`config.mk`:
```
export PLATFORM = sky130hd
export DESIGN_NAME = muldiv_core
export DESIGN_NICKNAME = d
export VERILOG_FILES = /design/src/rtl/muldiv_pkg.sv /design/src/rtl/muldiv_step_cnt.sv /design/src/rtl/muldiv_core.sv
export SDC_FILE = /design/constraint.sdc
export NUM_CORES = 1
export LEC_CHECK = 0
export ABC_AREA = 1
export CELL_PAD_IN_SITES_DETAIL_PLACEMENT = 0
export CELL_PAD_IN_SITES_GLOBAL_PLACEMENT = 1
export CORE_ASPECT_RATIO = 1.25
export CORE_MARGIN = 10
export CORE_UTILIZATION = 44
export CTS_CLUSTER_DIAMETER = 30
export CTS_CLUSTER_SIZE = 28
export DETAILED_ROUTE_END_ITERATION = 12
export PLACE_DENSITY = 0.86
export SLEW_MARGIN = 30
export SYNTH_ARGS = -nofsm -noshare
export SYNTH_HDL_FRONTEND = slang
export SYNTH_SLANG_ARGS = --single-unit
```
`constraint.sdc`:
```
create_clock -name clk -period 4.15 [get_ports clk]
set_input_delay 1.0375 -clock clk [delete_from_list [all_inputs] [get_ports clk]]
set_output_delay 1.0375 -clock clk [all_outputs]
set_load 0.05 [all_outputs]
```
`src/rtl/muldiv_pkg.sv`:
```
// Shared constants for the iterative multiply/divide path.
// The ALU uses the same mode encodings.
package muldiv_pkg;

  localparam int unsigned DefaultDataW = 32;

  localparam logic MODE_MUL = 1'b0;
  localparam logic MODE_DIV = 1'b1;

  typedef enum logic [1:0] {
    StIdle = 2'd0,
    StMul  = 2'd1,
    StDiv  = 2'd2,
    StDone = 2'd3
  } muldiv_state_e;

endpackage

```
`src/rtl/muldiv_step_cnt.sv`:
```
// Iteration counter shared by the multiply and divide sequences.
// tc flags the last step (count == all ones); the counter then wraps to zero.
module muldiv_step_cnt #(
  parameter int unsigned CNT_W = 5
) (
  input  logic             clk,
  input  logic             rst_n,
  input  logic             clr,
  input  logic             en,
  output logic [CNT_W-1:0] cnt,
  output logic             tc
);

  // Step counter with synchronous reset and clear.
  always_ff @(posedge clk) begin
    if (!rst_n) begin
      cnt <= '0;
    end else if (clr) begin
      cnt <= '0;
    end else if (en) begin
      cnt <= cnt + CNT_W'(1);
    end
  end

  assign tc = (cnt == {CNT_W{1'b1}});

endmodule

```
`src/rtl/muldiv_core.sv`:
```
// Iterative unsigned multiply/divide: one bit per cycle, fixed latency,
// registered result with a single-cycle ready pulse.
module muldiv_core
  import muldiv_pkg::*;
#(
  parameter int unsigned DATA_W = DefaultDataW,
  parameter int unsigned CNT_W  = 5
) (
  input  logic              clk,
  input  logic              rst_n,
  input  logic              valid,
  input  logic              mode,
  input  logic [DATA_W-1:0] in_A,
  input  logic [DATA_W-1:0] in_B,
  output logic              ready,
  output logic [2*DATA_W-1:0] out
);

  muldiv_state_e state_q, state_d;

  logic [DATA_W-1:0]   op_a_q, op_a_d;
  logic [DATA_W-1:0]   op_b_q, op_b_d;
  logic [2*DATA_W-1:0] acc_q, acc_d;
  logic [2*DATA_W-1:0] out_q, out_d;
  logic                ready_q, ready_d;

  logic             cnt_clr, cnt_en, cnt_tc;
  logic [CNT_W-1:0] cnt;

  // Multiply step: add multiplicand into the upper half, then shift right with carry.
  logic [DATA_W-1:0]   mul_addend;
  logic [DATA_W:0]     mul_sum;
  logic [2*DATA_W-1:0] mul_next;

  assign mul_addend = op_b_q[0] ? op_a_q : '0;
  assign mul_sum    = {1'b0, acc_q[2*DATA_W-1:DATA_W]} + {1'b0, mul_addend};
  assign mul_next   = {mul_sum, acc_q[DATA_W-1:1]};

  // Divide step: shift {rem,quo} left, trial-subtract divisor from the widened remainder.
  logic [2*DATA_W:0]   div_sh;
  logic [DATA_W:0]     div_trial;
  logic [2*DATA_W-1:0] div_next;

  assign div_sh    = {acc_q, 1'b0};
  assign div_trial = div_sh[2*DATA_W:DATA_W] - {1'b0, op_b_q};
  assign div_next  = div_trial[DATA_W] ? {div_sh[2*DATA_W-1:DATA_W], div_sh[DATA_W-1:1], 1'b0}
                                       : {div_trial[DATA_W-1:0], div_sh[DATA_W-1:1], 1'b1};

  muldiv_step_cnt #(
    .CNT_W(CNT_W)
  ) u_step_cnt (
    .clk  (clk),
    .rst_n(rst_n),
    .clr  (cnt_clr),
    .en   (cnt_en),
    .cnt  (cnt),
    .tc   (cnt_tc)
  );

  // Next-state, datapath and result update.
  always_comb begin
    state_d = state_q;
    op_a_d  = op_a_q;
    op_b_d  = op_b_q;
    acc_d   = acc_q;
    out_d   = out_q;
    ready_d = 1'b0;
    cnt_clr = 1'b0;
    cnt_en  = 1'b0;
    unique case (state_q)
      StIdle: begin
        if (valid) begin
          op_a_d  = in_A;
          op_b_d  = in_B;
          cnt_clr = 1'b1;
          // Divide keeps the dividend in the quotient half and shifts it into rem.
          acc_d   = (mode == MODE_DIV) ? {{DATA_W{1'b0}}, in_A} : '0;
          state_d = (mode == MODE_DIV) ? StDiv : StMul;
        end
      end
      StMul: begin
        acc_d  = mul_next;
        op_b_d = op_b_q >> 1;
        cnt_en = 1'b1;
        if (cnt_tc) begin
          state_d = StDone;
          ready_d = 1'b1;
          out_d   = mul_next;
        end
      end
      StDiv: begin
        acc_d  = div_next;
        cnt_en = 1'b1;
        if (cnt_tc) begin
          state_d = StDone;
          ready_d = 1'b1;
          out_d   = div_next;
        end
      end
      StDone: begin
        state_d = StIdle;
      end
      default: begin
        state_d = StIdle;
      end
    endcase
  end

  // State and datapath registers; reset aborts any operation in flight.
  always_ff @(posedge clk) begin
    if (!rst_n) begin
      state_q <= StIdle;
      op_a_q  <= '0;
      op_b_q  <= '0;
      acc_q   <= '0;
      out_q   <= '0;
      ready_q <= 1'b0;
    end else begin
      state_q <= state_d;
      op_a_q  <= op_a_d;
      op_b_q  <= op_b_d;
      acc_q   <= acc_d;
      out_q   <= out_d;
      ready_q <= ready_d;
    end
  end

  assign ready = ready_q;
  assign out   = out_q;

endmodule

```
==> results.toml, run 1 <==
[clocking]
hold_buffers = 0
cts-resized-gates = 0
clk_latency_ns = 0.47
cts_buffers = 17
clockBufferDepth = 2
cts_tree = "built"
clkSlewWorstSetupHoldPaths_ns = 0.08
cts.sink_count = 200
cts_setup_buffers = 0
cts_max_level = 4
ctsRootBufferMaster = "clkbuf_16"

[synthesis]
syn_inst = 2364
ys_warn_count = 0
syn_nets = 2504
synth_area_um2 = 14400
synth-edff-count = 0
ys_seq_area_share_pct = 27.9
syn_avg_cell_area_um2 = 6.08
ys_ff_latch = 200
yosysUniqueCellTypes = 45
ys.flop_type = "dfxtp_1"
async_reset_ff_share_pct = 0

[detailed_routing]
routedWlPerCell_um = 17.7
first_pass_iters = 5
wirelength_um = 50400
final_antenna_net_count = 0
viasPerCell = 5.32
num_vias = 15173
dr.first_iter.drc_count = 961
drcViolationCount = 0

[sta]
max_slew_margin_pct = 37.0
rsz0062_at_grt = "false"
skew_ns = 0.0197
clock.fmax_mhz = 326
fin_tns_setup_ns = 0
hold_viol_final = 0
period_needed_ns = 3.07
fin_crit_sh_pct = 74.0
finalSetupViolations = 0
timing.final.max_slew_violations = 0
finalHoldWorstSlack_ns = 0.467
max_slew.worst_pin.slew_ns = 0.942

[critical_path]
critical_path_class = "reg2reg"
reg2reg_depth = 18
cp.depth = 18
critical_path_required_ns = 4.47
crit_chain = "buf_4 -> ha_1 -> inv_1 -> fa_1 -> nand2_2 -> nand2_1 -> nand3_2 -> nand2_4 -> nand2_4 -> nand2_4 -> nand2_4 -> nand3_2 -> nand2_4 -> nand2_1 -> nand3_1 -> nand2_1 -> nand2_1 -> a21oi_1"
cp_slowest_cell = "fa_1"
path_buf_inv = 2
critPathCaptureType = "register"
cpPeakStageDelay_ns = 0.44
path_max_fanout = 34
cp_common_cell = "nand2_4"
cp_top_family = "simple AND/OR/NAND/NOR gates"
start_kind = "register"
arrival_ns = 3.39

[finish]
final_cell_mix = "nand2_1 (780), inv_1 (285), o21ai_0 (205)"
area_growth_pct = 14.8
finalNetCount = 2566
diodes = 0
final_common_cell = "nand2_1"
drive_above_1_share_pct = 5.82

[die]
initial_core_util_pct = 44.8
dieHeight_um = 222
pin_count = 133
fp-row-count = 73
die_x_um = 182
fp.coreArea_um2 = 32100
die_area_um2 = 40300

[power]
peakVddDrop_uv = 535
swShare_pct = 49.0
switching_power_mw = 3.94
sequentialPowerShare_pct = 30.2
p_leak_nw = 7.92
powerDensity_nw_per_um2 = 487
combPwrFrac_pct = 48.6
cellInternalPower_mw = 4.10
power.total_mw = 8.03
p_clk_share_pct = 21.2

[place]
gp_congestion = 0.959
portBuffers = 132
hpwlAfterDp_um = 39500

[outcome]
status = "finished clean"

[hold_path]
hold_class = "reg2reg"
whs_path_depth = 2

[global_routing]
grtUsageTotal_pct = 24.2
grt_max_degree = 66
grt_pass1_wl_um = 79200
grt-ovfl-total = 0
antenna_found_initial = 0
grt_pass1_vias = 14642

[flow_run]
maxCapViolCount = 0
## cells in the mapped netlist (all sizes together) (10+ instances only)
| cell type | count | area, um2 |
|---|---|---|
| xnor2 | 10 | 87.6 |
| buf | 14 | 118 |
| dfxtp | 200 | 4000 |
| inv | 295 | 1110 |
| nand3 | 171 | 948 |
| clkbuf | 94 | 354 |
| a31oi | 81 | 507 |
| nor2 | 177 | 687 |
| nand3b | 13 | 97.6 |
| nor3 | 14 | 70.1 |
| o21ai | 207 | 1040 |
| nand4 | 18 | 113 |
| xor2 | 11 | 96.3 |
| a21oi | 143 | 787 |
| nand2 | 816 | 3260 |
| ha | 70 | 876 |
## cell families after synthesis
family,count (synthesis),synth area share (%)
fa+ha+maj,72,6.37
xor+xnor,21,1.28
simple gates,1220,36.5
compound gates,446,17.0
flops,200,27.9
buf+inv,405,11.0
## through the flow
step	worst slack, ns	std cells	cell area [um2]	util, %
2_1_floorplan	1.58	2364	14400	-
3_3_place_gp	1.22	2819	15900	49.7
3_5_place_dp	1.15	2819	15900	49.7
4_1_cts	1.12	2851	16500	51.5
5_1_grt	0.811	2851	16500	51.5
6_report	1.08	2851	16500	51.5
## metal layers
layer	global-route usage (%)	vias to the layer above	wire length, um
met5	0	-	0
met4	10.6	0	2030
met3	3.66	92	2040
met2	42.6	343	25000
met1	28.3	6993	21300
li1	-	7745	-
## tightest hold or removal path, cell delays in order (launching register included)
cell and delay, ns:
dfxtp_1 0.32, nand2_1 0.06, a21oi_1 0.05
## power groups by stage
| stage | Clock [mW] | Sequential, mW | Combinational (mW) |
|---|---|---|---|
| finish | 1.70 | 2.43 | 3.90 |
| global route | 1.79 | 2.47 | 4.36 |
| CTS | 1.72 | 2.43 | 3.89 |
| detailed placement | 0 | 2.47 | 3.87 |
| global placement | 0 | 2.47 | 3.85 |
| floorplan | 0 | 2.40 | 2.84 |
## worst paths after layout
path / startpoint / to / slack [ns]
max: op_b_q[0] / acc_q[52] / 1.08
min: op_b_q[31] / op_b_q[31] / 0.47
max reg2reg: op_b_q[0] / acc_q[52] / 1.08
min reg2reg: op_b_q[31] / op_b_q[31] / 0.47
## flip-flops by register name, summed over array words and instances, names as in the netlist
register        count
state_q             2
ready               1
op_a_q             32
acc_q              64
u_step_cnt.cnt      5
out                64
op_b_q             32
## cell type report
| class | count | area [um2] |
|---|---|---|
| Inverter | 297 | 1110 |
| Fill cell | 3417 | 15500 |
| Sequential cell | 200 | 4000 |
| Clock inverter | 15 | 153 |
| Multi-Input combinational cell | 1759 | 8810 |
| Tap cell | 412 | 515 |
| Clock buffer | 17 | 425 |
| Timing Repair Buffer | 151 | 1490 |
Note: power is estimated with default switching activity, not from simulation.
==> inputs of run 2 (changes only) <==
CORE_UTILIZATION = 41   (was 44)
PLACE_DENSITY = 0.8   (was 0.86)
clock period = 3.1 ns   (was 4.15 ns; I/O delays follow)
==> run 2 against run 1 <==
  * Final cell count increased by 2.4%
  * Highest routed layer unchanged
  * Clock power increased by 38%
  * Largest power group unchanged
  * Critical endpoint is now acc_q[33]
  * Die area increased by 6.6%
  * Clock-buffer cell count unchanged
  * Non-clock buffer count increased by 12
  * Final area increased by 1.2%
  * Sequential share of layout area decreased by 0.28 points
  * Fmax increased by 8.9%
  * Clock skew about the same
  * Worst hold slack improved by 0.0074 ns
  * Critical path type unchanged
  * First-iteration DRC count decreased by 0.73%
  * Total power increased by 37%
==> results.toml, run 2 (same netlist as run 1, synthesis figures left out) <==
[outcome]
status = "finished clean"

[clocking]
clkSlewWorstSetupHoldPaths_ns = 0.08
cts_max_level = 4
cts_tree = "built"
clk_latency_ns = 0.47
ctsRootBufferMaster = "clkbuf_16"
cts.sink_count = 200
clockBufferDepth = 2
cts_setup_buffers = 0
cts_buffers = 17

[die]
initial_core_util_pct = 41.6
pin_count = 133
die_area_um2 = 43000
dieHeight_um = 229
fp-row-count = 76
fp.coreArea_um2 = 34500
die_x_um = 187

[finish]
diodes = 0
finalNetCount = 2578
final_cell_mix = "nand2_1 (780), inv_1 (285), o21ai_0 (204)"
final_common_cell = "nand2_1"
fin_cells = 2919
finish.utilization_pct = 48.4
fillers = 3683
design_area_um2 = 16700
drive_above_1_share_pct = 6.32
area_growth_pct = 16.2

[place]
gp_congestion = 1.00
hpwlAfterDp_um = 40800
place_area_um2 = 16100
portBuffers = 132
place_inst = 2887

[sta]
clock.fmax_mhz = 355
timing.final.max_slew_violations = 0
skew_ns = 0.0200
finalSetupViolations = 0
fin_crit_sh_pct = 91.0
max_slew_margin_pct = 43.7
hold_viol_final = 0
period_needed_ns = 2.82
rsz0062_at_grt = "false"
max_slew.worst_pin.slew_ns = 0.844
fin_tns_setup_ns = 0

[global_routing]
grtUsageTotal_pct = 23.7
antenna_found_initial = 0
grt-ovfl-total = 0
grt_max_degree = 126
grt_pass1_vias = 14879
grt_pass1_wl_um = 82100

[detailed_routing]
first_pass_iters = 6
routedWlPerCell_um = 17.8
final_antenna_net_count = 0
num_vias = 15223
wirelength_um = 52000
viasPerCell = 5.22
dr.first_iter.drc_count = 954
drcViolationCount = 0

[flow_run]
maxCapViolCount = 0

[power]
power.total_mw = 11.0
powerDensity_nw_per_um2 = 657
peakVddDrop_uv = 656
p_leak_nw = 7.99

[critical_path]
critPathCaptureType = "register"
r2r_setup_slack_ns = 0.28
start_kind = "register"
critical_path_class = "reg2reg"
arrival_ns = 3.15
path_max_fanout = 17
critical_path_required_ns = 3.43

[hold_path]
hold_class = "reg2reg"
[run 2: critical path, stage by stage, from the launching register on]
cell and delay, ns:
dfxtp_1 0.32, inv_1 0.11, ha_1 0.19, inv_1 0.08, fa_1 0.43, nand2_2 0.09, nand2_1 0.09, nand3_2 0.11
nand2_4 0.08, nand2_4 0.08, nand2_4 0.05, nand2_4 0.09, nand3_4 0.19, nand2_4 0.37, nand2_1 0.10, nand3_1 0.11
nand2_1 0.06, nand2_1 0.05, a21oi_1 0.06
[run 2: per-layer routing]
metal / track usage (%) / share of wire [%] / up-vias
met1: 27.5 / 42 / 6984
met2: 42.8 / 50 / 404
met3: 3.65 / 4.6 / 71
met4: 8.86 / 3.2 / 0
li1: - / - / 7764
met5: 0 / 0 / -
[run 2: worst paths after layout]
kind	from	to	cells past startpoint
setup / recovery	acc_q[31]	acc_q[33]	18
hold / removal	u_step_cnt.cnt[4]	u_step_cnt.cnt[4]	2
setup reg to reg	acc_q[31]	acc_q[33]	18
hold reg to reg	u_step_cnt.cnt[4]	u_step_cnt.cnt[4]	2
[run 2: repair_timing]
item / in CTS / in global routing
hold buffers: 0 / 0
gates resized for setup: 0 / 3
endpoints found under the setup margin: 0 / 11
[run 2: layout make-up]
cell class                 count  area [um2]  area share [%]
inverter                     297        1110            6.67
tap                          468         586            3.50
clock buffer                  17         425            2.55
sequential                   200        4010            24.0
multi-input combinational   1759        8810            52.7
timing repair buffer         163        1590            9.53
clock inverter                15         175            1.05
[run 2: per-stage QoR]
stage	setup slack, ns	hold WS [ns]
6_report	0.280	0.474
5_1_grt	0.0542	0.501
4_1_cts	0.183	0.475
3_5_place_dp	0.209	0.464
3_3_place_gp	0.185	0.451
2_1_floorplan	0.534	0.441
[run 2: power by group]
group / total [mW] / internal [mW] / switching [mW]
Clock: 2.35 / 1.16 / 1.19
Combinational: 5.37 / 1.49 / 3.89
Sequential: 3.26 / 2.99 / 0.272
Total: 11.0 / 5.63 / 5.35
==> inputs of run 3 (changes only) <==
SETUP_SLACK_MARGIN = 0.5   (was default)
SYNTH_HIERARCHICAL = 1   (was default)
==> run 3 against run 2 <==
  * Clock power fell by 5%
  * Global-route usage barely moved
  * Worst hold slack got worse by 0.0063 ns
  * Final area rose by 8.6%
  * Clock skew fell by 0.0061 ns
  * First-iteration DRC count rose by 15%
  * Utilization rose by 4.3 points
  * Clock-buffer cell count rose by 2
  * Critical path type unchanged
  * Critical endpoint is now acc_q[57]
  * Largest cell class unchanged
  * Largest power group unchanged
==> results.toml, run 3 <==
[synthesis]
ys_seq_area_share_pct = 28.0
synth_commonest_cells = "nand2_1 (756), inv_1 (267), o21ai_0 (208)"
yosysTopAreaCell = "dfxtp_1"
syn_avg_cell_area_um2 = 6.08
synth-edff-count = 0
synth_area_um2 = 14300
yosysMostFrequentCell = "nand2_1"
yosysUniqueCellTypes = 41
async_reset_ff_share_pct = 0
ys.flop_type = "dfxtp_1"
synth.top_cell.area_share_pct = 28.0
synth_area_leaders = "dfxtp_1 (28%), nand2_1 (20%), o21ai_0 (7.3%)"
syn_inst = 2348
ys_warn_count = 6
ys_ff_latch = 200
syn_nets = 2488

[die]
pin_count = 133
die_area_um2 = 42700
die_x_um = 187
dieHeight_um = 229
fp-row-count = 76
initial_core_util_pct = 41.5
fp.coreArea_um2 = 34400

[critical_path]
critical_path_required_ns = 3.48
critPathCaptureType = "register"
crit_chain = "buf_12 -> nand2_1 -> inv_1 -> ha_1 -> nand2_2 -> o21ai_0 -> a21oi_2 -> nand2_1 -> nand2_1 -> nand3b_1 -> nand3_1 -> nand2_1 -> nand2_1 -> a21oi_1"
critical_path_class = "reg2reg"
cp_slowest_cell = "dfxtp_4"
path_max_fanout = 5
start_kind = "register"
cp_common_cell = "nand2_1"
cp_top_family = "simple AND/OR/NAND/NOR gates"
cpPeakStageDelay_ns = 0.40
arrival_ns = 2.94
path_buf_inv = 2

[sta]
fin_tns_setup_ns = 0
max_slew_margin_pct = 43.8
skew_ns = 0.0138
hold_viol_final = 0
finalSetupViolations = 0
max_slew.worst_pin.slew_ns = 0.843
fin_crit_sh_pct = 82.5
finalHoldWorstSlack_ns = 0.468
rsz0062_at_grt = "true"
timing.final.max_slew_violations = 0
period_needed_ns = 2.56
clock.fmax_mhz = 391

[detailed_routing]
num_vias = 15364
viasPerCell = 5.24
final_antenna_net_count = 0
drcViolationCount = 0
first_pass_iters = 5
wirelength_um = 53000
routedWlPerCell_um = 18.1
dr.first_iter.drc_count = 1097

[clocking]
ctsRootBufferMaster = "clkbuf_16"
clk_latency_ns = 0.46
cts_buffers = 17
clockBufferDepth = 2
clkSlewWorstSetupHoldPaths_ns = 0.08
cts.sink_count = 200
cts_max_level = 4
cts_tree = "built"

[finish]
final_common_cell = "nand2_1"
finalNetCount = 2591
drive_above_1_share_pct = 17.2
diodes = 0
area_growth_pct = 27.1
final_cell_mix = "nand2_1 (711), inv_1 (251), o21ai_0 (189)"

[global_routing]
grtUsageTotal_pct = 23.7
grt_pass1_vias = 14804
grtUsageMet3_pct = 2.44
grt_max_degree = 66
antenna_found_initial = 0
grt_util_met2_pct = 42.3
grt_pass1_wl_um = 81800
grt-ovfl-total = 0
use_met1_pct = 28.3
grt_busiest_layer = "met2"

[outcome]
status = "finished clean"

[place]
gp_congestion = 0.932
hpwlAfterDp_um = 39500
portBuffers = 132

[power]
switching_power_mw = 5.49
p_leak_nw = 8.22
combPwrFrac_pct = 51.1
sequentialPowerShare_pct = 29.2
peakVddDrop_uv = 632
cellInternalPower_mw = 5.81
powerDensity_nw_per_um2 = 623
swShare_pct = 48.6
p_clk_share_pct = 19.7

[hold_path]
hold_class = "reg2reg"

[flow_run]
maxCapViolCount = 0
[run 3: stage by stage]
step	cells	area, um2	utilization, %	total power [mW]	worst slack [ns]
floorplan	2348	14300	-	6.99	0.682
global placement	2869	16000	46.5	8.56	0.313
detailed placement	2869	16000	46.5	8.59	0.282
CTS	2909	16800	48.9	10.9	0.490
global route	2932	18100	52.7	12.1	0.420
finish	2932	18100	52.7	11.3	0.543
[run 3: final cells by class]
cell class | instances | area, um2
multi-input combinational | 1761 | 9970
inverter | 282 | 1060
clock buffer | 19 | 453
sequential | 200 | 4050
clock inverter | 13 | 111
timing repair buffer | 189 | 1920
fill | 3587 | 16300
tap | 468 | 586
[run 3: routing by layer]
layer / up-vias / part of all wire, %
met5: - / 0
met1: 7100 / 43
met2: 365 / 49
met4: 0 / 4.3
li1: 7793 / -
met3: 106 / 3.7
[run 3: kinds of logic after synthesis]
kind of cell               count (synthesis)  synth area share [%]
buffers and inverters                    388                  10.5
adders and majority gates                 72                  6.41
AOI/OAI and AO/OA                        443                  17.2
and+or+nand+nor                         1225                  36.6
xor gates and xnor gates                  20                  1.23
DFF                                      200                  28.0
[run 3: path summary, 6_finish.rpt]
check | start | slack, ns | cells past startpoint | endpoint
worst max-delay path | op_b_q[0] | 0.54 | 14 | acc_q[57]
worst min-delay path | op_b_q[31] | 0.47 | 2 | op_b_q[31]
worst max register to register | op_b_q[0] | 0.54 | 14 | acc_q[57]
worst min register to register | op_b_q[31] | 0.47 | 2 | op_b_q[31]
[run 3: worst reg2reg max path, cell delays in order (launching register included)]
cell,delay [ns]
dfxtp_4,0.40
buf_12,0.16
nand2_1,0.07
inv_1,0.04
ha_1,0.37
nand2_2,0.12
o21ai_0,0.31
a21oi_2,0.13
nand2_1,0.21
nand2_1,0.15
nand3b_1,0.13
nand3_1,0.08
nand2_1,0.10
nand2_1,0.05
a21oi_1,0.15
[run 3: power groups by stage]
stage	Combinational, mW	Clock [mW]	Sequential (mW)
global placement	5.25	0	3.32
global route	6.39	2.36	3.35
CTS	5.35	2.26	3.27
finish	5.77	2.23	3.30
floorplan	3.76	0	3.23
detailed placement	5.26	0	3.33
[run 3: repair_timing]
item | 4_1_cts | 5_1_grt
gates cloned | 0 | 5
gates resized for setup | 52 | 279
hold buffers | 0 | 0
buffers inserted | 8 | 18
pin swaps | 5 | 43
setup endpoints to repair | 65 | 65
